--- src/rtl/mem_pkg.sv ---
// Shared memory-stage definitions: access-size codes and the
// posted-store entry record used by the store buffer.
package mem_pkg;

    localparam int DM_AW = 13;

    localparam logic [2:0] SB  = 3'b000;
    localparam logic [2:0] SH  = 3'b001;
    localparam logic [2:0] SW  = 3'b010;

    localparam logic [2:0] LBU = 3'b011;
    localparam logic [2:0] LB  = 3'b100;
    localparam logic [2:0] LHU = 3'b101;
    localparam logic [2:0] LH  = 3'b110;
    localparam logic [2:0] LW  = 3'b111;

    typedef struct packed {
        logic [DM_AW-1:0] addr;
        logic [31:0]      data;
        logic [2:0]       sel;
    } st_entry_t;

endpackage

--- src/rtl/store_fifo.sv ---
// Circular store queue with a parallel word-address compare across
// all valid entries, used to hold back loads that would read stale data.
module store_fifo
    import mem_pkg::*;
#(
    parameter int DEPTH = 4,
    localparam int PW = $clog2(DEPTH),
    localparam int CW = PW + 1
) (
    input  logic             clk,
    input  logic             rst,
    input  logic             i_push,
    input  st_entry_t        i_entry,
    input  logic             i_pop,
    input  logic [DM_AW-3:0] i_word,
    output st_entry_t        o_head,
    output logic [CW-1:0]    o_count,
    output logic             o_match
);

    st_entry_t       r_mem [DEPTH];
    logic [PW-1:0]   r_head;
    logic [PW-1:0]   r_tail;
    logic [CW-1:0]   r_count;
    logic            w_match;

    always_ff @(posedge clk) begin
        if (i_push) begin
            r_mem[r_tail] <= i_entry;
        end
    end

    always_ff @(posedge clk or posedge rst) begin
        if (rst) begin
            r_head  <= '0;
            r_tail  <= '0;
            r_count <= '0;
        end else begin
            if (i_push) begin
                r_tail <= r_tail + 1'b1;
            end
            if (i_pop) begin
                r_head <= r_head + 1'b1;
            end
            case ({i_push, i_pop})
                2'b10:   r_count <= r_count + 1'b1;
                2'b01:   r_count <= r_count - 1'b1;
                default: r_count <= r_count;
            endcase
        end
    end

    // An entry is live when its distance from head is below count.
    always_comb begin
        logic [PW-1:0] w_off;
        w_match = 1'b0;
        w_off   = '0;
        for (int i = 0; i < DEPTH; i++) begin
            w_off = PW'(i) - r_head;
            if (({1'b0, w_off} < r_count) &&
                (r_mem[i].addr[DM_AW-1:2] == i_word)) begin
                w_match = 1'b1;
            end
        end
    end

    assign o_head  = r_mem[r_head];
    assign o_count = r_count;
    assign o_match = w_match;

endmodule

--- src/rtl/store_buffer.sv ---
// Posted-write buffer in front of dm: loads win the shared port, stores
// drain in idle cycles, and loads to a pending word wait for the drain.
module store_buffer
    import mem_pkg::*;
#(
    parameter int DEPTH = 4,
    parameter int AW = DM_AW,
    localparam int CW = $clog2(DEPTH) + 1
) (
    input  logic          clk,
    input  logic          rst,
    input  logic          st_valid,
    input  logic [AW-1:0] st_addr,
    input  logic [31:0]   st_data,
    input  logic [2:0]    st_sel,
    output logic          st_ready,
    output logic          st_misalign,
    input  logic          ld_valid,
    input  logic [AW-1:0] ld_addr,
    input  logic [2:0]    ld_sel,
    output logic          ld_stall,
    output logic          dm_wr,
    output logic [2:0]    dm_sel,
    output logic [AW-1:0] dm_addr,
    output logic [31:0]   dm_din,
    output logic [CW-1:0] count,
    output logic          empty
);

    st_entry_t     w_entry;
    st_entry_t     w_head;
    logic [CW-1:0] w_count;
    logic          w_match;
    logic          w_full;
    logic          w_empty;
    logic          w_bad_align;
    logic          w_misalign;
    logic          w_push;
    logic          w_ld_grant;
    logic          w_pop;

    always_comb begin
        w_bad_align = 1'b0;
        case (st_sel)
            SB:      w_bad_align = 1'b0;
            SH:      w_bad_align = st_addr[0];
            default: w_bad_align = (st_addr[1:0] != 2'b00);
        endcase
    end

    assign w_misalign = st_valid && w_bad_align;
    assign w_full     = (w_count == CW'(DEPTH));
    assign w_empty    = (w_count == '0);
    assign w_push     = st_valid && !w_full && !w_misalign;

    assign w_entry.addr = st_addr;
    assign w_entry.data = st_data;
    assign w_entry.sel  = st_sel;

    store_fifo #(
        .DEPTH (DEPTH)
    ) u_fifo (
        .clk     (clk),
        .rst     (rst),
        .i_push  (w_push),
        .i_entry (w_entry),
        .i_pop   (w_pop),
        .i_word  (ld_addr[AW-1:2]),
        .o_head  (w_head),
        .o_count (w_count),
        .o_match (w_match)
    );

    // A stalled load yields the port so the blocking store can drain.
    assign ld_stall   = ld_valid && (w_match || w_full);
    assign w_ld_grant = ld_valid && !ld_stall;
    assign w_pop      = !w_ld_grant && !w_empty;

    always_comb begin
        dm_wr   = 1'b0;
        dm_addr = ld_addr;
        dm_sel  = ld_sel;
        if (w_pop) begin
            dm_wr   = 1'b1;
            dm_addr = w_head.addr;
            dm_sel  = w_head.sel;
        end
    end

    assign dm_din      = w_empty ? 32'h0 : w_head.data;
    assign st_ready    = !w_full;
    assign st_misalign = w_misalign;
    assign count       = w_count;
    assign empty       = w_empty;

endmodule

--- config.mk ---
export PLATFORM = sky130hd
export DESIGN_NAME = store_buffer
export DESIGN_NICKNAME = d
export VERILOG_FILES = /design/src/rtl/mem_pkg.sv /design/src/rtl/store_fifo.sv /design/src/rtl/store_buffer.sv
export SDC_FILE = /design/constraint.sdc
export NUM_CORES = 1
export LEC_CHECK = 0
export ABC_CLOCK_PERIOD_IN_PS = 3050
export CORE_MARGIN = 4
export CORE_UTILIZATION = 38
export DETAILED_ROUTE_END_ITERATION = 6
export RECOVER_POWER = 50
export SYNTH_ARGS = -nofsm -noshare
export SYNTH_HDL_FRONTEND = slang
export SYNTH_SLANG_ARGS = --single-unit
--- constraint.sdc ---
create_clock -name clk -period 3.05 [get_ports clk]
set_input_delay 0.4575 -clock clk [delete_from_list [all_inputs] [get_ports clk]]
set_output_delay 0.4575 -clock clk [all_outputs]
set_load 0.05 [all_outputs]
==> results of run 1 <==
-- per-layer routing --
layer | part of all wire [%] | vias up | wire length [um] | GRT usage, %
met5 | 0.18 | - | 34 | 0
li1 | - | 2038 | - | -
met4 | 1.1 | 8 | 196 | 3.93
met3 | 6.1 | 22 | 1130 | 4.65
met1 | 41 | 2305 | 7600 | 19.2
met2 | 51 | 132 | 9430 | 25.5
-- critical path, cell delays in order (launching register included) --
cell      delay (ns)
dfrtp_4         0.49
xnor2_2         0.14
ha_1            0.29
a21oi_2         0.06
o211ai_1        0.25
nor4_4          0.10
o31ai_4         0.40
buf_6           0.22
mux2_4          0.33
buf_12          0.15
-- worst max-delay path by stage --
stage | startpoint | slack, ns | to | cells past startpoint
2_1_floorplan | u_fifo.r_head[1] | -0.28 | u_fifo.o_count[2] | 16
6_report | u_fifo.r_head[0] | -0.26 | dm_addr[5] | 9
5_1_grt | ld_addr[6] | -0.37 | u_fifo.o_count[2] | 17
3_3_place_gp | ld_addr[6] | -0.31 | dm_addr[1] | 10
3_5_place_dp | ld_addr[6] | -0.32 | dm_addr[3] | 10
4_1_cts | u_fifo.r_head[0] | -0.25 | dm_addr[11] | 9
-- kinds of logic after synthesis --
logic type                 count (synthesis)
muxes                                     65
xor gates and xnor gates                  50
AOI/OAI and AO/OA                         19
buffers and inverters                     41
adders and majority gates                 10
DFF                                      199
and+or+nand+nor                           61
-- layout by cell type (no fill, tap or decap), types with 8 or more instances in the layout --
cell type and count:
buf_4 27, xor2_1 40, and2_1 32, buf_12 51, dlygate4sd3_1 50, buf_8 8, edfxtp_1 192, clkbuf_16 17
xnor2_1 9, inv_1 8, clkdlybuf4s50_1 15, mux4_2 48, mux2_4 16
-- sequential cells by signal, summed over array words and instances, names as in the netlist --
register / count
u_fifo.o_count: 3
u_fifo.r_head: 2
u_fifo.r_tail: 2
u_fifo.r_mem: 192
-- through the flow --
| stage | area, um^2 | hold WS (ns) | cells |
|---|---|---|---|
| 2_1_floorplan | 8610 | 0.261 | 445 |
| 3_3_place_gp | 10800 | 0.601 | 850 |
| 3_5_place_dp | 10800 | 0.631 | 850 |
| 5_1_grt | 11500 | 0.448 | 890 |
| 4_1_cts | 11400 | 0.316 | 885 |
| 6_report | 11500 | 0.444 | 890 |
-- repair_timing --
action                                  CTS  global route
cloned                                    1             0
gates resized for setup                  29            18
pin swaps                                 2             9
setup buffers                             3             5
endpoints found under the setup margin   17            20
hold buffers                              0             0
-- area by class of cell --
class | instances | share of cell area, %
Inverter | 12 | 0.487
Multi-Input combinational cell | 205 | 21.7
Sequential cell | 199 | 51.5
Timing Repair Buffer | 163 | 18.3
Clock inverter | 8 | 1.07
Tap cell | 280 | 3.03
Clock buffer | 23 | 3.88
-- power groups by stage --
stage / clock network [uW] / registers, uW / logic [uW]
after floorplan: 0 / 3680 / 3710
after detailed placement: 0 / 3670 / 6500
final: 2180 / 3620 / 6670
after CTS: 2230 / 3610 / 6720
after global placement: 0 / 3650 / 6470
after global routing: 2350 / 3650 / 7010
==> results list, run 1 <==
* Share of final-layout standard cells stronger than drive strength 1: 33.4%
- Proportion of netlist area held by the largest area contributor: 67.5%
- Violated checks: negative setup slack
* Result of the run: complete, but fails checks
- In the synthesized netlist the dominant register cell turns out to be edfxtp_1.
- In the routed layout, each cell is associated on average with a via count of 5.06.
* Pwr/cell area: 1080 mW/mm^2
- The synthesized netlist devotes 4.37% of its cell area to simple gates.
- Area used by multi-input combinational logic: 0.00251 mm^2
* DRC violation count after routing: 0
- Worst hold path class: in -> async
- Summing the areas of all compound-gate instances in the mapped netlist gives 1.73% of the synthesized area.
* Starting density of the core: 38.9%
* Launching point of the worst reg2reg path: u_fifo.r_head[0]
- TritonCTS built the clock tree.
* Worst voltage drop across the vdd grid: 0.742 mV
* RSZ-0062 raised after global routing: yes
- Flop and latch count out of synthesis: 199
* RD Place Congestion: 0.883
- In this run the critical register-to-register path is captured at u_fifo.o_count[2].
- ANT cells: 0
- TritonCTS created 17 clock buffers.
- Sum Neg Setup Slack: -4.30 ns
- Number of warnings issued by yosys: 0
- Cell count of the worst reg-to-reg path: 16
- Entering global routing, the biggest net connects 47 pins.
- Number of nets with antenna violations after detailed routing: 0
- After Yosys synthesis, XOR and XNOR cells account for 5.13% of the synthesized area.
* Most used standard cell by instance count after synthesis: edfxtp_1
* Commonest cells in the netlist: 192 x edfxtp_1, 48 x mux4_2, 40 x xor2_1, 36 x and2_1
- Across the run, the number of max-cap violations was 0.
- Area of the mapped netlist: 0.00854 mm^2
* Post-synthesis adder-cell area fraction: 1.55%
- Final wirelength: 18.4 mm
- Across the routed clock network, the largest skew measured is 0.0115 ns.
- Antenna violations before repair: 5
- After clock tree synthesis, the clock-pin slew on the worst setup and hold paths is 0.07 ns.
- H-tree levels: 4
* Die W: 158 um
- After floorplanning, the core was divided into 54 placement rows.
* Clock share of power: 17.5%
- Post-layout minimum cycle time: 3.31 ns
- Critical path data required time: 2.59 ns
- The via count of the first global-routing pass was 4947.
* Total count of max-transition violations in the final report: 0
- Global-route wire length before repair: 28.0 mm
* TritonCTS Sinks: 199
- Setup violations remaining at the end of the flow were counted as 20.
- Combinational share of power: 53.5%
- The synthesized design spends more area on one cell type than any other, namely edfxtp_1.
- From synthesis to final layout, the design area changed by 35.3%.
- Syn Nets: 523
- Measured on the finished design, the core utilization comes to 52.6%.
- Across the whole layout, storage elements account for 0.00595 mm^2.
- Sequential fraction of the synthesis area: 69.6%
- Number of ports placed on the die boundary: 124
* Die height: 158 um
* Area of the core region: 0.0220 mm^2
- Crit path DAT: 2.86 ns
- The worst setup path is launched from a flop.
* Internal Dissipation: 7870 uW
- Nature of the critical path endpoint: output port
- Max Freq: 302 MHz
- Average wire length per cell after detail routing: 20.7 um
* Floorplan die area: 0.0249 mm^2
- Cell at the root of the clock tree: clkbuf_16
- Synthesis produced 445 cells.
* Max clock buf depth: 2
- For the pin with the worst max-slew slack, the measured transition is 0.667 ns.
* Global router's overall resource usage: 15.1%
* Final net count: 676
- Critical Path Fanout Max: 8
- Slew Limit Headroom: 55.5%
- Vias after detailed routing: 4505
- The total overflow left after global routing is 0.
* Dominant cells by area after synthesis: edfxtp_1 68%, mux4_2 13%, xor2_1 4.1%, and2_1 2.6%, dfrtp_1 2.1%
* HPWL Detailed: 12.2 mm
- Number of DRC violations after detailed-routing iteration 0: 269
* Leakage power: 0.00406 uW
* Net Switching: 4600 uW
- Sequential power share: 29.0%
- Overall power consumption after layout is estimated at 12500 uW.
- In this run, synthesis inferred 192 flip-flops with an integrated enable.
- After layout, the worst setup slack is -0.265 ns.
* Multiplexer share of the synthesized area: 15.2%
- The filler cells instantiated in the layout total 1744.
- After synthesis, the mean cell area works out to 19.2 um^2.
* Post-route clock period utilization: 109%
- DRT Pass-1 Iters: 4
* I/O Buffers: 123
* Number of hold-slack violations in the final timing report: 0
- Start-to-end type of the worst setup path: reg -> out
* R2R Setup Slk: -0.17 ns
- The netlist uses 38 different library cells.
- Dominant combinational cell family by area after synthesis: multiplexers
* Fraction of power spent switching nets: 36.9%
- Post-place setup slack: -0.323 ns
- The clock reaches the later pin of the worst-skew pair after 0.42 ns.
- In the synthesized netlist the async set-or-reset flop fraction comes to 3.52%.
Power figures use the tool's default switching activity.
==> run 2: changes to the inputs <==
ABC_AREA = 1   (was not set)
==> run 2 against run 1 <==
Against the previous run: combinational power grew 13%; non-clock buffer count is 2 higher; clock skew decreased by 0.00056 ns; sequential share of layout area shrank 0.38 points; via count rose by 30%; the run still ends with negative setup slack left; die area is 0.31% lower; critical path type unchanged; worst hold slack worse by 0.032 ns.
==> results list, run 2 <==
- The run finished, with violations left.
- The checks that failed: negative setup slack.
- Among cell families on the critical path, the largest total delay comes from simple AND/OR/NAND/NOR gates.
- Internal Dissipation: 7680 uW (-2.4%)
* Final net count: 923 (+37%)
- The worst path required time came to 2.59 ns (about the same).
- The root buffer cell chosen for the clock tree is clkbuf_16.
* Starting density of the core: 38.9% (about the same)
- I/O Buffers: 123 (unchanged)
- The signal on the critical path passes through nand2_2 > inv_2 > nor2_4 > inv_1 > ha_1 > nand3_1 > nand2_1 > nor2_1 > nand2_1 > nand2_2 > nor2_4 > nand3_4 > nand2_8 > clkbuf_16 > nand2_2 > nand2_2 > buf_12.
* H-tree levels: 4 (unchanged)
- The later-pin clock latency in the skew report came to 0.43 ns (about the same).
* Area of the core region: 0.0219 mm^2 (-0.31%)
* Crit path DAT: 2.66 ns (-0.20 ns)
- The number of max-slew violations in the final report came to 0 (unchanged).
* GR Util met1: 24.1% (+4.9 points)
* Multiplexer share of the synthesized area: 0% (-15 points)
- Floorplan die area: 0.0248 mm^2 (-0.31%)
- Post-place setup slack: -0.0862 ns (+0.237 ns)
- Post-synthesis adder-cell area fraction: 1.56% (+0.0050 points)
- Leading register cell type out of synthesis: edfxtp_1
- The global-route met2 utilization came to 28.0% (+2.5 points).
* Slew @ Worst Pin: 1.06 ns (+0.392 ns)
* Worst path bufs/invs: 4 (+2)
- Die W: 158 um (-0.16%)
* R2R Setup Slk: 0.14 ns (+0.31 ns)
- CP startpoint kind: flop
- Startpoint of the worst setup timing path: u_fifo.r_head[1]
- The TritonCTS sink count is 199 (unchanged).
- Top library cells by usage in the layout, fill and taps aside: 192 x edfxtp_1, 135 x nand2_1, 67 x nand3_1
* Number of vias per cell after detailed routing: 5.15 (+1.7%)
* Post-layout minimum cycle time: 3.12 ns (-0.198 ns)
- Final design utilization: 53.1% (+0.53 points)
* DRC violation count after routing: 0 (unchanged)
- The leakage component of the power is 0.00428 uW (+5.6%).
* Fraction of power spent switching nets: 42.7% (+5.8 points)
- TritonCTS built the clock tree.
* Number of DRC violations after detailed-routing iteration 0: 416 (+55%)
- The first-pass iteration count of the detailed router came to 6 (+2).
- Syn Inst Count: 699 (+57%)
- Yosys cell types: 34 (-11%)
* Most frequent standard cell in the layout excluding fill and tap cells: edfxtp_1
- CP Capture Point: dm_sel[0]
- The top-level port count was 124 (unchanged).
- The count of hold-fix buffers inserted at cts was 0 (unchanged).
* Most Frequent Cell on Critical Path: nand2_2
* Delay of the slowest cell on the worst path: 0.44 ns (-0.05 ns)
* Final wirelength: 21.6 mm (+17%)
- Placement-stage cell area: 0.0108 mm^2 (+0.19%)
- Critical Path Fanout Max: 7 (-1)
- The flip-flop count of the largest register, all copies and words added came to 192 (unchanged).
- Net Switching: 5720 uW (+24%)
* Die height: 158 um (-0.16%)
* Dominant combinational cell family by area after synthesis: simple AND/OR/NAND/NOR gates
- Max clock buf depth: 2 (unchanged)
* Highest-delay cell along the critical path: dfrtp_2
* Async set or reset register ratio after synthesis: 3.52% (unchanged)
- Worst clock skew on the final layout: 0.0109 ns (-0.000564 ns)
* Worst path depth: 17 (+8)
- The final antenna diode count came to 0 (unchanged).
* Relative area change from synthesis to final layout: 36.7%
* Global routing's busiest layer: met2
- Flop and latch count out of synthesis: 199 (unchanged)
* Worst path setup slack after routing: -0.0671 ns (+0.198 ns)
* Launching point of the worst reg2reg path: u_fifo.r_head[1]
- Area of the mapped netlist: 0.00851 mm^2 (-0.32%)
* Combinational share of power: 56.2% (+2.7 points)
- The highest attainable clock frequency came to 321 MHz (+6.3%).
- The global-route wire length before repair came to 32.6 mm (+17%).
- The post-synthesis area per instance is 12.2 um^2 (-37%).
- The worst IR drop on VDD is 0.787 mV (+6.1%).
* Critical register-to-register path endpoint: u_fifo.o_count[2]
* Nature of the critical path endpoint: output port
- Most flops, register: u_fifo.r_mem
- The number of warnings issued by yosys came to 0 (unchanged).
- Proportion of netlist area held by the largest area contributor: 67.8% (+0.22 points)
- The power consumption is 13400 uW (+7.5%).
- Most used standard cell by instance count after synthesis: edfxtp_1
- RD Place Congestion: 0.875 (-0.93%)
- HPWL Detailed: 13.3 mm (+8.9%)
- In this run the worst hold path is classified as in -> async.
- Antenna violations before repair: 1 (-4)
- RSZ-0062 raised after global routing: yes
* Sequential fraction of the synthesis area: 69.8% (+0.23 points)
* Endpoints failing setup: 16 (-20%)
- The total CTS buffers was 17 (unchanged).
- The via count of the first global-routing pass was 5802 (+17%).
* Xor/xnor cell area share of the yosys netlist: 2.16% (-3.0 points)
- Summed over all instances, the cell type with the most area after synthesis is edfxtp_1.
- Dominant cells by area after synthesis: edfxtp_1 68%, nand2_1 7.3%, a22oi_1 4.2%, nand3_1 4.0%, a31oi_1 2.4%
- Number of flops mapped to enable cells by yosys: 192 (unchanged)
- Post-synthesis share of cell area spent on and, or, nand and nor gates: 13.4% (+9.1 points)
- The post-route clock period utilization came to 102% (-6.5 points).
- Cell count of the worst reg-to-reg path: 20 (+4)
* Maximum number of pins on one net before global-route repair: 49 (+4.3%)
- Average wire length per cell after detail routing: 19.0 um (-8.1%)
* GRT overflow: 0 (unchanged)
* Syn Nets: 777 (+49%)
- Slew Limit Headroom: 29.1% (-26 points)
* Maximum Capacitance Violations: 0 (unchanged)
- Commonest cells in the netlist: 192 x edfxtp_1, 166 x nand2_1, 68 x nand3_1, 53 x inv_1, 48 x a22oi_1
- The areal power density over the cells came to 1150 mW/mm^2 (+6.7%).
- Sum Neg Setup Slack: -0.875 ns (+3.43 ns)
- The area fraction in compound gates after synthesis came to 8.60% (+6.9 points).
- The area of all placed cells without fillers was 0.0116 mm^2 (+0.69%).
- The global-route usage over all layers is 17.4% (+2.3 points).
* Clock share of power: 16.8% (-0.7 points)
- The via count of the routed design was 5856 (+30%).
- The setup path with the least slack is of type reg -> out.
- The number of rows created at floorplan came to 54 (unchanged).
- The final hold violation count came to 0 (unchanged).
- The remaining antenna violation count came to 0 (unchanged).
* Met3 track demand over resource in global routing: 3.44% (-1.2 points)
- The ratio of cells with drive above 1 in the final layout was 20.5% (-13 points).
- Clock-pin transition on the worst setup and hold timing paths: 0.08 ns (about the same)
- The share of power burned in registers was 27.0% (-2.0 points).
==> run 2: metal layers <==
| layer | wire, um | part of all wire (%) | vias up |
|---|---|---|---|
| met5 | 7 | 0.032 | - |
| met4 | 376 | 1.7 | 2 |
| met3 | 1210 | 5.6 | 27 |
| met2 | 10600 | 49 | 181 |
| met1 | 9440 | 44 | 2846 |
| li1 | - | - | 2800 |
==> run 2: worst min path at each step <==
stage                            startpoint                 to  slack [ns]  depth (start not counted)
after floorplan                         rst  u_fifo.o_count[0]        0.26                          1
after global placement    u_fifo.o_count[1]  u_fifo.o_count[1]        0.57                          2
after detailed placement  u_fifo.o_count[1]  u_fifo.o_count[1]        0.57                          2
after CTS                               rst  u_fifo.o_count[2]        0.27                          2
after global routing                    rst  u_fifo.o_count[0]        0.44                          2
final                                   rst  u_fifo.o_count[0]        0.41                          2
==> run 2: final cells by class <==
type	count	area, um^2
Sequential cell	199	5940
Timing Repair Buffer	165	2140
Multi-Input combinational cell	407	2370
Inverter	55	210
Clock buffer	17	425
Tap cell	280	350
Fill cell	1862	10300
Clock inverter	15	183
==> run 2: cell families (layout without fill, tap and decap cells) <==
kind of cell    count (synthesis)  count (layout)
flops                         199             199
compound gates                104             104
fa+ha+maj                      10              10
simple gates                  272             272
xor+xnor                       21              21
buf+inv                        93             252
==> run 2: worst reg2reg max path: stages (launching register included) <==
cell	delay (ns)
dfrtp_2	0.44
nand2_2	0.08
inv_2	0.05
nor2_4	0.14
inv_1	0.06
ha_1	0.26
nand3_1	0.08
nand2_1	0.08
nor2_1	0.11
nand2_1	0.07
nand2_2	0.09
nor2_4	0.05
nand3_4	0.12
nand2_8	0.08
clkinvlp_4	0.10
ha_1	0.13
inv_1	0.06
fa_1	0.38
a21oi_1	0.14
o21ai_0	0.10
xor2_1	0.15
==> run 2: stage by stage <==
stage | hold slack, ns | cells
floorplan | 0.261 | 699
global placement | 0.566 | 1095
detailed placement | 0.574 | 1095
CTS | 0.266 | 1133
global route | 0.444 | 1138
finish | 0.412 | 1138
==> run 2: power groups by stage <==
stage          clock [uW]  combinational (uW)  sequential [uW]
2_1_floorplan           0                3730             3700
3_3_place_gp            0                7230             3670
3_5_place_dp            0                7230             3680
4_1_cts              2290                7440             3610
5_1_grt              2420                7950             3650
6_report             2250                7530             3620
==> run 2: timing repair <==
action,CTS,global route
pin swaps,0,17
resized for setup,26,30
buffers inserted,6,4
cloned,0,1
setup endpoints to repair,17,35
endpoints found under the hold margin,0,0
==> run 3: changes to the inputs <==
==> constraint.sdc (replaced) <==
create_clock -name clk -period 3.05 [get_ports clk]
set_input_delay 0.61 -clock clk [delete_from_list [all_inputs] [get_ports clk]]
set_output_delay 0.61 -clock clk [all_outputs]
set_load 0.05 [all_outputs]
==> run 3 against run 2 <==
Against the previous run: highest routed layer unchanged; critical endpoint is now dm_addr[9]; the run still ends with negative setup slack left; non-clock buffer count grew 23; critical path depth down 3; sequential cell count did not move.
==> results list, run 3 (synthesized netlist as in run 2, its figures left out) <==
* Clock tree from TritonCTS: yes
- The worst path required time came to 2.44 ns (-0.15 ns).
* Maximum number of pins on one net before global-route repair: 49 (unchanged)
* Global routing's busiest layer: met2
- Floorplan die area: 0.0248 mm^2 (unchanged)
- The worst IR drop on VDD came to 0.817 mV (+3.7%).
* Number of clock buffers inserted by TritonCTS: 17 (unchanged)
- The library cell used most frequently in the layout, excluding fill and tap cells, is edfxtp_1.
- The relative max-transition margin was 56.6% (+28 points).
* R2R Setup Slk: 0.11 ns (-0.03 ns)
* Worst skew pair latency: 0.43 ns (about the same)
- Final wirelength: 21.8 mm (+1.0%)
* Global router's overall resource usage: 17.6% (+0.14 points)
- The minimum clock period after layout was 3.29 ns (+0.176 ns).
- The final antenna diode count is 0 (unchanged).
* Most flops, register: u_fifo.r_mem
* Delay of the slowest cell on the worst path: 0.45 ns (about the same)
- TritonCTS Sinks: 199 (unchanged)
* Cells along the critical path: buf_12 > nor2_4 > nor2_4 > ha_4 > a21oi_2 > nor2_2 > nor2_2 > a21oi_2 > nand3_4 > nand2_8 > buf_12 > nand2_2 > nand2_2 > buf_12
* Critical Path Fanout Max: 8 (+1)
* Die W: 158 um (unchanged)
- The number of max-slew violations in the final report is 0 (unchanged).
- The number of instances in the placed design was 1108 (+1.2%).
- The buffer levels on the longest clock path is 2 (unchanged).
- The setup violation total in the final timing report is 17 (+1).
- Area of the core region: 0.0219 mm^2 (unchanged)
* Share of final-layout standard cells stronger than drive strength 1: 25.3% (+4.8 points)
* Highest-delay cell along the critical path: dfrtp_2
* Top library cells by usage in the layout, fill and taps aside: 192 x edfxtp_1, 132 x nand2_1, 67 x nand3_1
- The setup total negative slack came to -3.68 ns (-2.81 ns).
- Start-to-end type of the worst setup path: reg -> out
- Average wire length per cell after detail routing: 18.8 um (-1.0%)
- Clock-pin transition on the worst setup and hold timing paths: 0.07 ns (about the same)
- Critical register-to-register path endpoint: u_fifo.o_count[2]
- Placement-stage cell area: 0.0109 mm^2 (+0.74%)
* DRC violation count after routing: 0 (unchanged)
- Die height: 158 um (unchanged)
- Slew @ Worst Pin: 0.651 ns (-0.409 ns)
* Layout Cells excl Fill: 1161 (+2.0%)
* RSZ-0062 raised after global routing: yes
- H-tree levels: 4 (unchanged)
- The area of all placed cells without fillers is 0.0120 mm^2 (+3.3%).
- CP startpoint kind: flop
- The flow ran to the end, but the final reports show violations.
- GR Layer Usage met2: 29.8% (+1.8 points)
- The path depth of the worst reg2reg path was 17 (-15%).
* Worst path setup slack after routing: -0.243 ns (-0.176 ns)
- On the critical path the largest part of the delay comes from simple AND/OR/NAND/NOR gates.
* Post-route clock period utilization: 108% (+5.8 points)
* Cell at the root of the clock tree: clkbuf_16
- The met3 routing resource usage after global routing is 3.28% (-0.16 points).
* Leakage power: 0.00449 uW (+4.7%)
* Number of DRC violations after detailed-routing iteration 0: 355 (-15%)
- The last weighted congestion value of the routability-driven placer came to 0.826 (-5.6%).
- The initial standard-cell utilization of the core is 38.9% (unchanged).
* HPWL Detailed: 13.1 mm (-1.9%)
- The via count of the first global-routing pass came to 5950 (+2.6%).
* Violated checks: negative setup slack
* Worst path bufs/invs: 3 (-1)
* DRT Pass-1 Iters: 5 (-1)
* Number of nets with antenna violations after detailed routing: 0 (unchanged)
- The count of hold-fix buffers inserted at cts came to 0 (unchanged).
- The data arrival time of the critical path came to 2.68 ns (+0.02 ns).
* Antenna violations before repair: 1 (unchanged)
- The number of rows created at floorplan is 54 (unchanged).
- The flip-flop count of the largest register, all copies and words added was 192 (unchanged).
- Number of hold-slack violations in the final timing report: 0 (unchanged)
- Relative area change from synthesis to final layout: 41.3%
- Global-route wire length before repair: 32.8 mm (+0.46%)
- The global routing met1 resource utilization was 22.8% (-1.2 points).
* Launching point of the worst reg2reg path: u_fifo.o_count[1]
- Nature of the critical path endpoint: output port
* Max Freq: 304 MHz (-5.4%)
- The total of buffers placed on input and output ports was 123 (unchanged).
- The vias per cell is 5.11 (-0.68%).
- The areal power density over the cells is 1160 mW/mm^2 (+0.59%).
* Number of ports placed on the die boundary: 124 (unchanged)
- The cell that appears most often on the critical path is buf_12.
- The tightest min-delay check is of the in -> async type.
- The final-stage net count was 946 (+2.5%).
- The via count of the routed design came to 5934 (+1.3%).
- GRT overflow: 0 (unchanged)
- The clock skew is 0.0109 ns (-0.0000668 ns).
- Maximum Capacitance Violations: 0 (unchanged)
## run 3: power breakdown
part	internal (uW)	switching (uW)	leakage, uW
logic	3340	4660	0.00236
clock network	1310	1000	0.000298
registers	3450	168	0.00183
total	8100	5830	0.00449
## run 3: cell type report
cell class,instances,area (um^2)
Timing Repair Buffer,188,2310
Inverter,55,216
Clock inverter,14,186
Sequential cell,199,5940
Clock buffer,18,429
Fill cell,1813,9870
Multi-Input combinational cell,407,2580
Tap cell,280,350
## run 3: worst register-to-register path: cells and delay by family (launching register included)
kind                       cells  cell delay, ns
xor gates and xnor gates       1            0.14
and+or+nand+nor                5            0.55
DFF                            1            0.42
AOI/OAI and AO/OA              4            0.44
buffers and inverters          4            0.47
adders and majority gates      3            0.80
## run 3: metrics by stage
step | util, % | power, uW | hold WS, ns | worst slack [ns]
after CTS | 53.4 | 13600 | 0.423 | -0.196
final | 54.9 | 13900 | 0.567 | -0.243
after global routing | 54.9 | 14600 | 0.584 | -0.361
after global placement | 49.6 | 11000 | 0.562 | -0.237
after floorplan | - | 7430 | 0.413 | -0.350
after detailed placement | 49.6 | 11000 | 0.565 | -0.309
## run 3: layer usage
metal | vias up | wire length [um] | part of all wire, %
li1 | 2853 | - | -
met1 | 2898 | 9250 | 42
met2 | 157 | 11200 | 51
met3 | 24 | 1080 | 4.9
met4 | 2 | 315 | 1.4
met5 | - | 7 | 0.032
## run 3: repair_timing
action                     in CTS  in global routing
buffers inserted               13                  9
pin swaps                      10                 31
setup endpoints to repair      18                 51
resized for setup              37                 69
## run 3: worst max path at each step
stage                            startpoint            endpoint  slack [ns]  cells past startpoint
after global placement           ld_addr[7]   u_fifo.o_count[2]       -0.24                     19
after detailed placement         ld_addr[7]   u_fifo.o_count[2]       -0.31                     19
final                      u_fifo.r_head[1]          dm_addr[9]       -0.24                     14
after global routing       u_fifo.r_head[1]          dm_addr[9]       -0.36                     14
after floorplan           u_fifo.o_count[0]  u_fifo.r_mem[0][0]       -0.35                      5
after CTS                  u_fifo.r_head[1]          dm_addr[7]       -0.20                     14
